<file path="src/rtl/spi_sched_pkg.sv">
// rtl/spi_sched_pkg.sv - shared types and constants for the SPI sample scheduler
package spi_sched_pkg;

  localparam int SPI_DW = 16;

  typedef enum logic [1:0] {
    IDLE    = 2'd0,
    REQ     = 2'd1,
    RELEASE = 2'd2
  } sched_state_e;

endpackage

</file>
<file path="src/rtl/spi_sample_scheduler_if.sv">
// rtl/spi_sample_scheduler_if.sv - rd/d_ready/d handshake between scheduler and SPI read core
interface spi_sample_scheduler_if;
  import spi_sched_pkg::*;

  logic              spi_rd;
  logic              spi_d_ready;
  logic [SPI_DW-1:0] spi_d;

  modport master (output spi_rd, input spi_d_ready, input spi_d);
  modport slave  (input spi_rd, output spi_d_ready, output spi_d);

endinterface

</file>
<file path="src/rtl/spi_avg_window.sv">
// rtl/spi_avg_window.sv - circular sample window with running sum and truncated mean
module spi_avg_window
  import spi_sched_pkg::*;
#(
  parameter int AVG_LOG2 = 2
) (
  input  logic              clk,
  input  logic              rst,
  input  logic              in_valid_i,
  input  logic [SPI_DW-1:0] in_data_i,
  output logic [SPI_DW-1:0] avg_o,
  output logic              avg_valid_o
);

  localparam int DEPTH = 1 << AVG_LOG2;
  localparam int SW    = SPI_DW + AVG_LOG2;
  localparam logic [AVG_LOG2:0] FILL_LAST = (AVG_LOG2 + 1)'(DEPTH - 1);

  logic [SPI_DW-1:0]   win_q [DEPTH];
  logic [AVG_LOG2-1:0] wr_ptr_q;
  logic [SW-1:0]       sum_q;
  logic [AVG_LOG2:0]   fill_q;
  logic                avg_valid_q;

  // The slot being overwritten is always the oldest, so the sum stays exact.
  always_ff @(posedge clk or posedge rst) begin
    if (rst) begin
      for (int i = 0; i < DEPTH; i++) win_q[i] <= '0;
      wr_ptr_q    <= '0;
      sum_q       <= '0;
      fill_q      <= '0;
      avg_valid_q <= 1'b0;
    end else if (in_valid_i) begin
      win_q[wr_ptr_q] <= in_data_i;
      wr_ptr_q        <= wr_ptr_q + AVG_LOG2'(1);
      sum_q           <= sum_q - SW'(win_q[wr_ptr_q]) + SW'(in_data_i);
      if (!avg_valid_q) fill_q <= fill_q + (AVG_LOG2 + 1)'(1);
      if (fill_q == FILL_LAST) avg_valid_q <= 1'b1;
    end
  end

  assign avg_o       = sum_q[SW-1:AVG_LOG2];
  assign avg_valid_o = avg_valid_q;

endmodule

</file>
<file path="src/rtl/spi_sample_scheduler.sv">
// rtl/spi_sample_scheduler.sv - periodic SPI read scheduler with capture, averaging and error flags
module spi_sample_scheduler
  import spi_sched_pkg::*;
#(
  parameter int REFRESH_PERIOD = 40_000,
  parameter int TIMEOUT        = 4_096,
  parameter int AVG_LOG2       = 2
) (
  input  logic                   clk,
  input  logic                   rst,
  input  logic                   en_i,
  input  logic                   clr_err_i,
  spi_sample_scheduler_if.master spi,
  output logic [SPI_DW-1:0]      sample_o,
  output logic                   sample_valid_o,
  output logic [SPI_DW-1:0]      avg_o,
  output logic                   avg_valid_o,
  output logic [15:0]            sample_cnt_o,
  output logic                   timeout_err_o,
  output logic                   overrun_err_o
);

  localparam int PW = $clog2(REFRESH_PERIOD);
  localparam int TW = $clog2(TIMEOUT + 1);
  localparam logic [PW-1:0] PER_LAST = PW'(REFRESH_PERIOD - 1);
  localparam logic [TW-1:0] TO_LAST  = TW'(TIMEOUT - 1);

  sched_state_e      state_q;
  logic              spi_rd_q;
  logic [TW-1:0]     to_cnt_q;
  logic [SPI_DW-1:0] sample_q;
  logic              sample_valid_q;
  logic [15:0]       sample_cnt_q;
  logic              timeout_err_q;

  logic [PW-1:0]     per_cnt_q, per_cnt_d;
  logic              tick_pend_q, tick_pend_d;
  logic              overrun_err_q, overrun_err_d;
  logic              tick;
  logic              consume;

  assign consume = (state_q == IDLE) && tick_pend_q;

  // A tick that lands while one is still pending is an overrun; a new tick beats a clear.
  always_comb begin
    tick          = en_i && (per_cnt_q == PER_LAST);
    per_cnt_d     = per_cnt_q;
    tick_pend_d   = tick_pend_q;
    overrun_err_d = overrun_err_q;
    if (!en_i) begin
      per_cnt_d   = '0;
      tick_pend_d = 1'b0;
    end else begin
      per_cnt_d = tick ? '0 : per_cnt_q + PW'(1);
      if (tick)         tick_pend_d = 1'b1;
      else if (consume) tick_pend_d = 1'b0;
    end
    if (clr_err_i)            overrun_err_d = 1'b0;
    if (tick && tick_pend_q)  overrun_err_d = 1'b1;
  end

  always_ff @(posedge clk or posedge rst) begin
    if (rst) begin
      per_cnt_q     <= '0;
      tick_pend_q   <= 1'b0;
      overrun_err_q <= 1'b0;
    end else begin
      per_cnt_q     <= per_cnt_d;
      tick_pend_q   <= tick_pend_d;
      overrun_err_q <= overrun_err_d;
    end
  end

  always_ff @(posedge clk or posedge rst) begin
    if (rst) begin
      state_q        <= IDLE;
      spi_rd_q       <= 1'b0;
      to_cnt_q       <= '0;
      sample_q       <= '0;
      sample_valid_q <= 1'b0;
      sample_cnt_q   <= '0;
      timeout_err_q  <= 1'b0;
    end else begin
      sample_valid_q <= 1'b0;
      if (clr_err_i) timeout_err_q <= 1'b0;
      unique case (state_q)
        IDLE: begin
          if (tick_pend_q) begin
            state_q  <= REQ;
            spi_rd_q <= 1'b1;
            to_cnt_q <= '0;
          end
        end
        REQ: begin
          to_cnt_q <= to_cnt_q + TW'(1);
          if (spi.spi_d_ready) begin
            sample_q       <= spi.spi_d;
            sample_valid_q <= 1'b1;
            sample_cnt_q   <= sample_cnt_q + 16'd1;
            spi_rd_q       <= 1'b0;
            state_q        <= RELEASE;
          end else if (to_cnt_q == TO_LAST) begin
            spi_rd_q      <= 1'b0;
            timeout_err_q <= 1'b1;
            state_q       <= RELEASE;
          end
        end
        // Hold here until ready drops so a stale ready cannot satisfy the next request.
        RELEASE: begin
          if (!spi.spi_d_ready) state_q <= IDLE;
        end
        default: state_q <= IDLE;
      endcase
    end
  end

  spi_avg_window #(
    .AVG_LOG2 (AVG_LOG2)
  ) u_avg (
    .clk         (clk),
    .rst         (rst),
    .in_valid_i  (sample_valid_q),
    .in_data_i   (sample_q),
    .avg_o       (avg_o),
    .avg_valid_o (avg_valid_o)
  );

  assign spi.spi_rd     = spi_rd_q;
  assign sample_o       = sample_q;
  assign sample_valid_o = sample_valid_q;
  assign sample_cnt_o   = sample_cnt_q;
  assign timeout_err_o  = timeout_err_q;
  assign overrun_err_o  = overrun_err_q;

endmodule

</file>
<file path="src/flat_wrapper.sv">
// flat-port wrapper written by rule: the top's interface ports become plain ports
module spi_sample_scheduler_flat import spi_sched_pkg::*;
#(
  parameter int REFRESH_PERIOD = 40_000,
  parameter int TIMEOUT        = 4_096,
  parameter int AVG_LOG2       = 2
)
  (clk, rst, en_i, clr_err_i, sample_o, sample_valid_o, avg_o, avg_valid_o, sample_cnt_o, timeout_err_o, overrun_err_o, spi_spi_rd, spi_spi_d_ready, spi_spi_d);
  spi_sample_scheduler_if spi_i ();
  input  logic clk;
  input  logic rst;
  input  logic en_i;
  input  logic clr_err_i;
  output logic [SPI_DW-1:0] sample_o;
  output logic sample_valid_o;
  output logic [SPI_DW-1:0] avg_o;
  output logic avg_valid_o;
  output logic [15:0] sample_cnt_o;
  output logic timeout_err_o;
  output logic overrun_err_o;
  output wire logic [$bits(spi_i.spi_rd)-1:0] spi_spi_rd;
  input wire logic [$bits(spi_i.spi_d_ready)-1:0] spi_spi_d_ready;
  input wire logic [$bits(spi_i.spi_d)-1:0] spi_spi_d;
  assign spi_spi_rd = spi_i.spi_rd;
  assign spi_i.spi_d_ready = spi_spi_d_ready;
  assign spi_i.spi_d = spi_spi_d;
  spi_sample_scheduler #(.REFRESH_PERIOD(REFRESH_PERIOD), .TIMEOUT(TIMEOUT), .AVG_LOG2(AVG_LOG2)) u_core (.clk(clk), .rst(rst), .en_i(en_i), .clr_err_i(clr_err_i), .spi(spi_i), .sample_o(sample_o), .sample_valid_o(sample_valid_o), .avg_o(avg_o), .avg_valid_o(avg_valid_o), .sample_cnt_o(sample_cnt_o), .timeout_err_o(timeout_err_o), .overrun_err_o(overrun_err_o));
endmodule
</file>
<file path="config.mk">
export PLATFORM = sky130hd
export DESIGN_NAME = spi_sample_scheduler_flat
export DESIGN_NICKNAME = d
export VERILOG_FILES = /design/src/rtl/spi_sched_pkg.sv /design/src/rtl/spi_sample_scheduler_if.sv /design/src/rtl/spi_avg_window.sv /design/src/rtl/spi_sample_scheduler.sv /design/src/flat_wrapper.sv
export SDC_FILE = /design/constraint.sdc
export NUM_CORES = 1
export LEC_CHECK = 0
export ABC_AREA = 1
export ABC_CLOCK_PERIOD_IN_PS = 6700
export CAP_MARGIN = 10
export CORE_MARGIN = 2
export CORE_UTILIZATION = 40
export DETAILED_ROUTE_END_ITERATION = 16
export PLACE_DENSITY = 0.6
export SYNTH_ARGS = -nofsm -noshare
export SYNTH_HDL_FRONTEND = slang
export SYNTH_SLANG_ARGS = --single-unit
</file>
<file path="constraint.sdc">
create_clock -name clk -period 6.7 [get_ports clk]
set_input_delay 2.01 -clock clk [delete_from_list [all_inputs] [get_ports clk]]
set_output_delay 2.01 -clock clk [all_outputs]
set_load 0.03 [all_outputs]
</file>
==> Implementation_results.wiki <==
{| class="wikitable"
! Metric !! Value
|-
| DP Wirelength || 12900 µm
|-
| Xor/xnor share of the synthesized area || 2.97%
|-
| Net switching power of the design || 1.72 mW
|-
| Critical-path cell with the highest stage delay || clkdlybuf4s50_1
|-
| Antenna fix cells || 0
|-
| Total wirelength of the detailed-routed design || 18400 µm
|-
| Y dimension of the die || 148 µm
|-
| Kind of start point of the critical path || flip-flop
|-
| Slew margin rel. || 29.4%
|-
| Post-synthesis adder-cell area fraction || 7.96%
|-
| Critical setup path kind || flip-flop to output port
|-
| Effective utilization at floorplan || 40.9%
|-
| Sequential-to-total area share from yosys stat || 47.2%
|-
| Areal power density over the cells || 415 nW/µm²
|-
| First drt pass iteration count || 4
|-
| Core Region || 20200 µm²
|-
| Number of violations of the max-capacitance limit || 0
|-
| First-pass GRT wire length || 31300 µm
|-
| Combined area of all synthesized cells || 8270 µm²
|-
| Resize count post-CTS || 0
|-
| Number of buffers inserted by hold repair at cts || 0
|-
| Number of buffers inserted by port buffering || 73
|-
| Number of slew-limit violations in the final report || 0
|-
| Post-placement cell area || 9150 µm²
|-
| Fraction of power consumed by the clock network || 24.5%
|-
| Most common library cell in the layout ignoring fill and taps || nand2_1
|-
| Highest clock rate || 265 MHz
|-
| Chain of cells forming the critical path || buf_4 > clkdlybuf4s50_1
|-
| Fraction of synthesized area in multiplexers || 0.136%
|-
| HP Class || flip-flop to flip-flop
|-
| Result of the run || finished, final reports clean
|-
| Crit path largest cell delay || 730 ps
|-
| Top Ports || 74
|-
| Drt drc || 0
|-
| Synthesis-to-layout area growth || 18.0%
|-
| Number of standard-cell rows in the floorplan || 52
|-
| Arr. time, crit path || 1770 ps
|-
| Worst setup EP type || output port
|-
| DR vias || 6478
|-
| Number of warnings printed during yosys synthesis || 0
|-
| Primary FF master, synth || dfrtp_1
|-
| Number of DRC markers in iteration 0 || 338
|-
| Clock slew at the register clock pins of the worst setup and hold paths || 70 ps
|-
| CTS max path bufs || 2
|-
| TritonCTS Sinks || 156
|-
| Combinational share of power || 47.6%
|-
| Max rail drop VDD || 188 µV
|-
| Min Clock Period, post-route || 3780 ps
|-
| CTS tree || built
|-
| Worst hold path depth || 1
|-
| RSZ-0062 raised after global routing || false
|-
| Ratio of routed vias to standard cells || 4.82
|-
| Total Nets Final || 1125
|-
| Final ANT Viol Nets || 0
|-
| Flop and latch count out of synthesis || 156
|-
| H-tree depth || 4
|-
| Data required time at the worst endpoint || 4690 ps
|-
| Post-synth net total || 1072
|-
| Buffers inserted during post-CTS setup optimization || 0
|-
| Leakage dissipation || 4.67 nW
|-
| Root buffer cell || clkbuf_16
|-
| Die outline area || 21800 µm²
|-
| Final worst path period share || 56.4%
|-
| Most frequent cells in the layout || nand2_1 (251), dfrtp_1 (156), o21ai_0 (132)
|-
| Maximum number of pins on one net before global-route repair || 61
|-
| Number of setup violations in the final report || 0
|-
| Cell internal power dissipation || 2.33 mW
|-
| Worst-skew pair later-pin latency || 430 ps
|-
| Share of post-route cells with drive strength above 1 || 5.12%
|-
| Number of unique standard cell types used by synthesis || 37
|-
| Highest fanout seen on the critical path || 25
|-
| Vias in the first global route || 6302
|-
| Depth of the most critical reg-to-reg path || 15
|-
| Global Route Usage Sum || 17.8%
|-
| Horizontal extent of the die || 148 µm
|-
| Count of flip-flops with a built-in enable after synthesis || 0
|-
| Share of flip-flops with an asynchronous set or reset || 100%
|-
| Combinational family with the most area after synthesis || simple AND/OR/NAND/NOR gates
|-
| Overflow left after global routing || 0
|-
| Global placer's final weighted congestion || 0.858
|-
| Initial antenna violation count || 0
|-
| Overall power of the completed layout || 4.04 mW
|-
| Fraction of the mapped netlist area in compound gates || 11.6%
|-
| Final TNS setup || 0 ps
|-
| Switching part of the total power || 42.5%
|-
| Final design instance area without fill || 9760 µm²
|-
| Share of the core filled with cells || 48.2%
|-
| Mapped Avg Cell Area || 8.20 µm²
|-
| Transition time at the pin with the least slew margin || 1060 ps
|-
| Cts bufs inserted || 17
|-
| Worst-case clock skew || 12.1 ps
|-
| Synthesized instance count || 1008
|-
| Simple-gate share of the synthesized area || 21.4%
|-
| Final hold vios || 0
|-
| Routed length per instance || 13.7 µm
|-
| Sequential share of power || 27.9%
|}
[synth_stat cells, types with 2 or more instances]
library cell  instances  area, µm²
a21oi_1              25        125
nor3_2                2       20.0
clkbuf_1             27        101
inv_2                 6       22.5
a21o_1                2       15.0
nor2_1               84        315
nor2_2                3       18.8
dfrtp_1             156       3900
o21ai_0             132        661
nand3b_1              4       30.0
nand4_1               3       18.8
o22ai_1              19        119
nand3_1              47        235
buf_4                16        120
nand2_1             251        942
ha_1                 27        338
nor4_1                5       31.3
nor3_1               11       55.1
xor2_1               13        114
and2_1                3       18.8
xnor2_1              15        131
inv_1               125        469
o21ai_1               3       15.0
fa_1                 16        320
[final cells by class]
cell class,instances,area [µm²]
clock buffer,18,429
tap,270,338
clock inverter,14,175
inverter,132,500
fill,1957,10500
multi-input combinational,676,3640
timing repair buffer,78,768
sequential,156,3900
[per-layer routing]
layer / vias to the layer above / global-route usage [%] / part of all wire [%]
met5: - / 0 / 0
met4: 0 / 4.42 / 1.1
met3: 20 / 3.73 / 3.9
met2: 124 / 27.3 / 44
met1: 3013 / 26.0 / 51
li1: 3321 / - / -
[critical path: cells and delay by family, from the launching register on]
family   cells  cell delay, ps
buf+inv      2            1020
flops        1             320
[path summary, 6_finish.rpt]
path                                                       to                                  from  slack (ps)
max in group asynchronous  u_core.u_avg.sum_q[17]$_DFFE_PP0P_                                   rst        3570
max reg2reg                u_core.u_avg.sum_q[17]$_DFFE_PP0P_  u_core.u_avg.wr_ptr_q[0]$_DFFE_PP0P_        3310
min                           u_core.to_cnt_q[12]$_DFFE_PP0P_       u_core.to_cnt_q[12]$_DFFE_PP0P_         470
min reg2reg                   u_core.to_cnt_q[12]$_DFFE_PP0P_       u_core.to_cnt_q[12]$_DFFE_PP0P_         470
max                                            sample_valid_o       u_core.sample_valid_o$_DFF_PP0_        2920
min in group asynchronous  u_core.sample_cnt_o[3]$_DFFE_PP0P_                                   rst        1990
[power groups by stage]
stage                     Combinational [mW]  Sequential [mW]  Clock, mW
final                                   1.93             1.13      0.990
after global placement                  1.90             1.15          0
after detailed placement                1.91             1.15          0
after CTS                               1.92             1.13       1.01
after floorplan                         1.45             1.17          0
after global routing                    2.18             1.14       1.06
[kinds of logic (layout without fill, tap and decap cells)]
| family | after synthesis | count (layout) |
|---|---|---|
| fa+ha+maj | 43 | 43 |
| flops | 156 | 156 |
| compound gates | 184 | 184 |
| xor+xnor | 28 | 28 |
| simple gates | 420 | 420 |
| mux | 1 | 1 |
| buf+inv | 176 | 242 |
[state kept, by name, indices dropped and copies added (netlist names)]
signal / count
u_core.overrun_err_o: 1
u_core.per_cnt_q: 16
u_core.sample_cnt_o: 16
u_core.sample_o: 16
u_core.sample_valid_o: 1
u_core.spi.spi_rd: 1
u_core.state_q: 2
u_core.tick_pend_q: 1
u_core.timeout_err_o: 1
u_core.to_cnt_q: 13
u_core.u_avg.avg_valid_o: 1
u_core.u_avg.fill_q: 3
u_core.u_avg.sum_q: 18
u_core.u_avg.win_q: 64
u_core.u_avg.wr_ptr_q: 2
[metrics by stage]
| stage | cells | setup WS (ps) | hold slack, ps |
|---|---|---|---|
| after CTS | 1344 | 2890 | 470 |
| final | 1344 | 2920 | 469 |
| after floorplan | 1008 | 483 | 440 |
| after global placement | 1312 | 3010 | 460 |
| after detailed placement | 1312 | 3020 | 461 |
| after global routing | 1344 | 2820 | 502 |
No activity file was read; power rests on OpenSTA's default activity.
==> edit 1, RTL diff (same flow settings) <==
`AVG_LOG2` is set to 2 in 3 places; all go to 1.
--- a/src/rtl/spi_avg_window.sv
+++ b/src/rtl/spi_avg_window.sv
@@ -3,5 +3,5 @@
   import spi_sched_pkg::*;
 #(
-  parameter int AVG_LOG2 = 2
+  parameter int AVG_LOG2 = 1
 ) (
   input  logic              clk,
--- a/src/rtl/spi_sample_scheduler.sv
+++ b/src/rtl/spi_sample_scheduler.sv
@@ -5,5 +5,5 @@
   parameter int REFRESH_PERIOD = 40_000,
   parameter int TIMEOUT        = 4_096,
-  parameter int AVG_LOG2       = 2
+  parameter int AVG_LOG2       = 1
 ) (
   input  logic                   clk,
--- a/src/flat_wrapper.sv
+++ b/src/flat_wrapper.sv
@@ -4,5 +4,5 @@
   parameter int REFRESH_PERIOD = 40_000,
   parameter int TIMEOUT        = 4_096,
-  parameter int AVG_LOG2       = 2
+  parameter int AVG_LOG2       = 1
 )
   (clk, rst, en_i, clr_err_i, sample_o, sample_valid_o, avg_o, avg_valid_o, sample_cnt_o, timeout_err_o, overrun_err_o, spi_spi_rd, spi_spi_d_ready, spi_spi_d);
Behaviour: no difference found for any inputs over 10 cycles, from zero or initial values and one cycle with rst high; that may be too few to reach the edited logic, so the function may still have changed.
==> edit 1 against the unedited design <==
  * Setup slack worse by 5.8 ps
  * Sequential cell count is 35 lower
  * Worst hold slack better by 9.8 ps
  * Power fell by 14%
  * Non-clock buffer count down 3
  * Area after synthesis is 16% lower
  * Final area is 14% lower
  * Via count fell by 17%
  * Wire length is 20% lower
  * Highest routed layer unchanged
==> edit 1: results (changes against the unedited design) <==
PWR
-------------------------------------------------------------------------------------
Maximum resistive drop on vdd                                                0.200 mV   +6.7%
Leakage                                                                       4.18 nW   -10%

ROUTE
-------------------------------------------------------------------------------------
Met3 routed WL                                                                 525 um   -27%
Detail-routed net length per standard cell                                    12.7 um   -7.3%
WL met1                                                                       7530 um   -19%
Via density                                                                      4.59   -4.8%
Wire length on met2                                                           6540 um   -20%
Initial DRC Count                                                                 327   -3.3%

LAYOUT
-------------------------------------------------------------------------------------
Number of nets in the layout                                                      985   -12%
Top flop regs                                                            u_core.u_avg.win_q x32, u_core.u_avg.sum_q x17
Core utilization of the finished layout                                         48.8%   +0.57 points
Share of post-route cells with drive strength above 1                           7.34%   +2.2 points
Fin cells                                                                        1165   -13%
Number of diodes added for antenna fixing                                           0   unchanged

SYNTH
-------------------------------------------------------------------------------------
Number of nets in the synthesized netlist                                         922   -14%
Count of unique library cells instantiated by Yosys                                39   +5.4%
Top cells by instance count after synthesis                              nand2_1 (229), inv_1 (163), dfrtp_1 (121), o21ai_0 (66), nand3_1 (50)
Mean Syn Cell Area                                                           8.03 um2   -2.1%
Synth top area cells                                                     dfrtp_1 (44%), nand2_1 (12%), inv_1 (8.8%)
Sequential area share after synthesis                                           43.6%   -3.6 points

GRT
-------------------------------------------------------------------------------------
Global Route met3 Usage                                                         4.71%   +0.98 points
Total routing resource utilization after global routing                         17.7%   -0.12 points
Met1 usage in global routing                                                    24.5%   -1.5 points
Maximum number of pins on one net before global-route repair                       81   +33%
Global-route wire length before repair                                       25500 um   -18%
Met2 Usage GRT                                                                  27.5%   +0.21 points

PLACEMENT
-------------------------------------------------------------------------------------
PortBufs                                                                           73   unchanged
Post-placement cell count                                                        1133   -14%
Detail Placement HPWL                                                        10600 um   -18%
Worst slack at placement                                                      2580 ps   -436 ps
Final Wtd Congestion                                                            0.834   -2.7%
Instance area after placement                                             0.00779 mm2   -15%

WORST SETUP PATH
-------------------------------------------------------------------------------------
Cell count of the worst reg-to-reg path                                            11   -4
CP max FO                                                                          24   -4.0%

TIMING
-------------------------------------------------------------------------------------
Slew at the pin closest to its max-slew limit                                 1010 ps   -51.7 ps
Maximum clock skew at final layout                                            13.6 ps   +1.43 ps

RUN STATUS
-------------------------------------------------------------------------------------
Run status                                                               finished clean

CLOCKING
-------------------------------------------------------------------------------------
Clock-pin slew of the registers on the worst-case setup and hold paths          50 ps   -20 ps
Number of buffers inserted during clock tree synthesis                             17   unchanged
Gates resized, CTS repair                                                           0   unchanged

HOLD PATH
-------------------------------------------------------------------------------------
Worst hold path stage count                                                         2   +1

-- edit 1: cell count changes after synthesis, sizes merged, moves of 4 or more --
cell / change
nor3: +9
nor2: -37
xnor2: -8
o21ai: -67
nand2: -19
dfrtp: -35
nand3: +5
mux2: +14
nor4: -4
ha: -6
o22ai: -15
inv: +34
clkbuf: -15
a21oi: -13
-- edit 1: cell families (layout without fill, tap and decap cells) --
logic type	count (synthesis)	after routing	synth area share, %
flip-flops	121	121	43.6
AND/OR/NAND/NOR	379	379	24.0
buffers and inverters	197	273	11.6
multiplexers	16	16	2.58
adder cells (fa/ha/maj)	37	37	8.40
XOR/XNOR	23	23	2.90
AO/OA/AOI/OAI	91	91	6.94
-- edit 1: path summary, 6_finish.rpt --
check	from	end	slack [ps]
hold reg to reg	u_core.u_avg.sum_q[0]	u_core.u_avg.sum_q[0]	480
min in group asynchronous	rst	u_core.per_cnt_q[4]	2200
setup reg to reg	u_core.u_avg.wr_ptr_q	u_core.u_avg.sum_q[8]	3420
setup / recovery	u_core.sample_valid_o	sample_valid_o	2910
max in group asynchronous	rst	u_core.state_q[0]	3360
hold / removal	u_core.u_avg.sum_q[0]	u_core.u_avg.sum_q[0]	480
-- edit 1: final cells by class --
class                           instances  area [um2]
Clock buffer                           18         429
Clock inverter                         14         133
Fill cell                            1676        8760
Inverter                              166         626
Multi-Input combinational cell        546        3110
Sequential cell                       121        3030
Tap cell                              225         282
Timing Repair Buffer                   75         746
-- edit 1: power breakdown --
group	internal (W)	total, W	switching, W
clock	0.000541	0.000876	0.000336
combinational	0.000653	0.00169	0.00104
sequential	0.000840	0.000928	0.0000880
total	0.00203	0.00350	0.00146
-- edit 1: critical path: cells and delay by family, from the launching register on --
family | cells | cell delay [ps]
buffers and inverters | 2 | 1030
DFF | 1 | 320
==> edit 2, RTL diff (config.mk and constraints unchanged) <==
Without the edit above. Put one more register stage on the output `timeout_err_o`, with the module's reset. The value now appears one clock later. The other outputs are not delayed to match.
--- a/src/rtl/spi_sample_scheduler.sv
+++ b/src/rtl/spi_sample_scheduler.sv
@@ -130,5 +130,11 @@
   assign sample_valid_o = sample_valid_q;
   assign sample_cnt_o   = sample_cnt_q;
-  assign timeout_err_o  = timeout_err_q;
+  always_ff @(posedge clk or posedge rst) begin
+    if (rst) begin
+      timeout_err_o <= '0;
+    end else begin
+      timeout_err_o <= timeout_err_q;
+    end
+  end
   assign overrun_err_o  = overrun_err_q;
 
Behaviour: no difference found for any inputs over 10 cycles, from zero or initial values and one cycle with rst high; that may be too few to reach the edited logic, so the function may still have changed.
==> edit 2 against the unedited design <==
  * Power decreased by 1.2%
  * Setup slack improved by 10 ps
  * Sequential cell count increased by 1
  * Non-clock buffer count decreased by 1
  * Die area increased by 0.29%
  * Synthesized cell count about the same
  * Area after synthesis increased by 0.30%
  * Highest routed layer unchanged
  * Largest cell class unchanged
  * Count of clock-buffer cells in the layout decreased by 1
  * Wire length increased by 0.24%
  * Final area decreased by 0.24%
  * First-iteration DRC count increased by 27%
  * Utilization decreased by 0.27 points
==> edit 2: results (changes against the unedited design) <==
PLACEMENT
---------------------------------------------------------------------------
Worst slack at placement                                            3040 ps   +22.0 ps
Final Wtd Congestion                                                  0.845   -1.5%

PWR
---------------------------------------------------------------------------
Maximum resistive drop on vdd                                      0.179 mV   -4.4%
Leakage                                                             4.65 nW   -0.35%

TIMING
---------------------------------------------------------------------------
Timing-limited maximum frequency                                  0.265 GHz   +0.26%
Max-slew headroom                                                     29.2%   -0.17 points
Maximum clock skew at final layout                                  9.00 ps   -3.13 ps
Hold WS                                                              389 ps   -80.4 ps

ROUTE
---------------------------------------------------------------------------
First-pass iteration count of the detailed router                         5   +1
Met3 routed WL                                                       736 um   +1.9%
Initial DRC Count                                                       430   +27%
Detailed-route via count                                               6445   -0.51%
Total wire length after detailed routing                           18500 um   +0.24%
Detail-routed net length per standard cell                          13.7 um   +0.32%
WL met1                                                             9370 um   +0.80%

HOLD PATH
---------------------------------------------------------------------------
Worst hold path stage count                                               0   -1
Hold path startpoint                                           u_core.timeout_err_q
Endpoint of the worst hold-timing path                         u_core.timeout_err_o

SYNTH
---------------------------------------------------------------------------
Sequential area share after synthesis                                 47.4%   +0.16 points
Cells after Synth                                                      1009   +0.099%
Synth top area cells                                           dfrtp_1 (47%), nand2_1 (11%), o21ai_0 (8.0%)

LAYOUT
---------------------------------------------------------------------------
Share of post-route cells with drive strength above 1                 5.03%   -0.088 points
Number of fill cells in the layout                                     1997   +2.0%

WORST SETUP PATH
---------------------------------------------------------------------------
Worst flop-to-flop path endpoint                               u_core.u_avg.sum_q[13]
Reg-to-reg slack, setup                                             3050 ps   -260 ps

GRT
---------------------------------------------------------------------------
Maximum number of pins on one net before global-route repair             82   +34%
Global-route wire length before repair                             31400 um   +0.15%
Total routing resource utilization after global routing               17.9%   +0.13 points

RUN STATUS
---------------------------------------------------------------------------
Run status                                                     finished clean

edit 2: cell count changes in the layout (fill, tap and decap cells not counted), sizes merged:
cell	change
buf	-1
bufinv	-1
clkbuf	-1
clkinv	+2
clkinvlp	+2
dfrtp	+1
inv	-3
edit 2: logic make-up after synthesis:
logic type / synth area share, %
xor+xnor: 2.96
simple gates: 21.3
buf+inv: 8.69
fa+ha+maj: 7.94
mux: 0.136
compound gates: 11.6
flops: 47.4
edit 2: layer usage:
metal | global-route usage (%) | up-vias
met5 | 0 | -
met4 | 4.24 | 0
li1 | - | 3320
met1 | 26.8 | 2980
met3 | 3.43 | 15
met2 | 27.1 | 130
edit 2: layout make-up:
| cell class | instances | area, um2 | area share, % |
|---|---|---|---|
| sequential | 157 | 3930 | 40.4 |
| multi-input combinational | 676 | 3640 | 37.4 |
| timing repair buffer | 77 | 761 | 7.82 |
| inverter | 132 | 500 | 5.14 |
| clock buffer | 17 | 425 | 4.37 |
| tap | 270 | 338 | 3.47 |
| clock inverter | 14 | 138 | 1.41 |
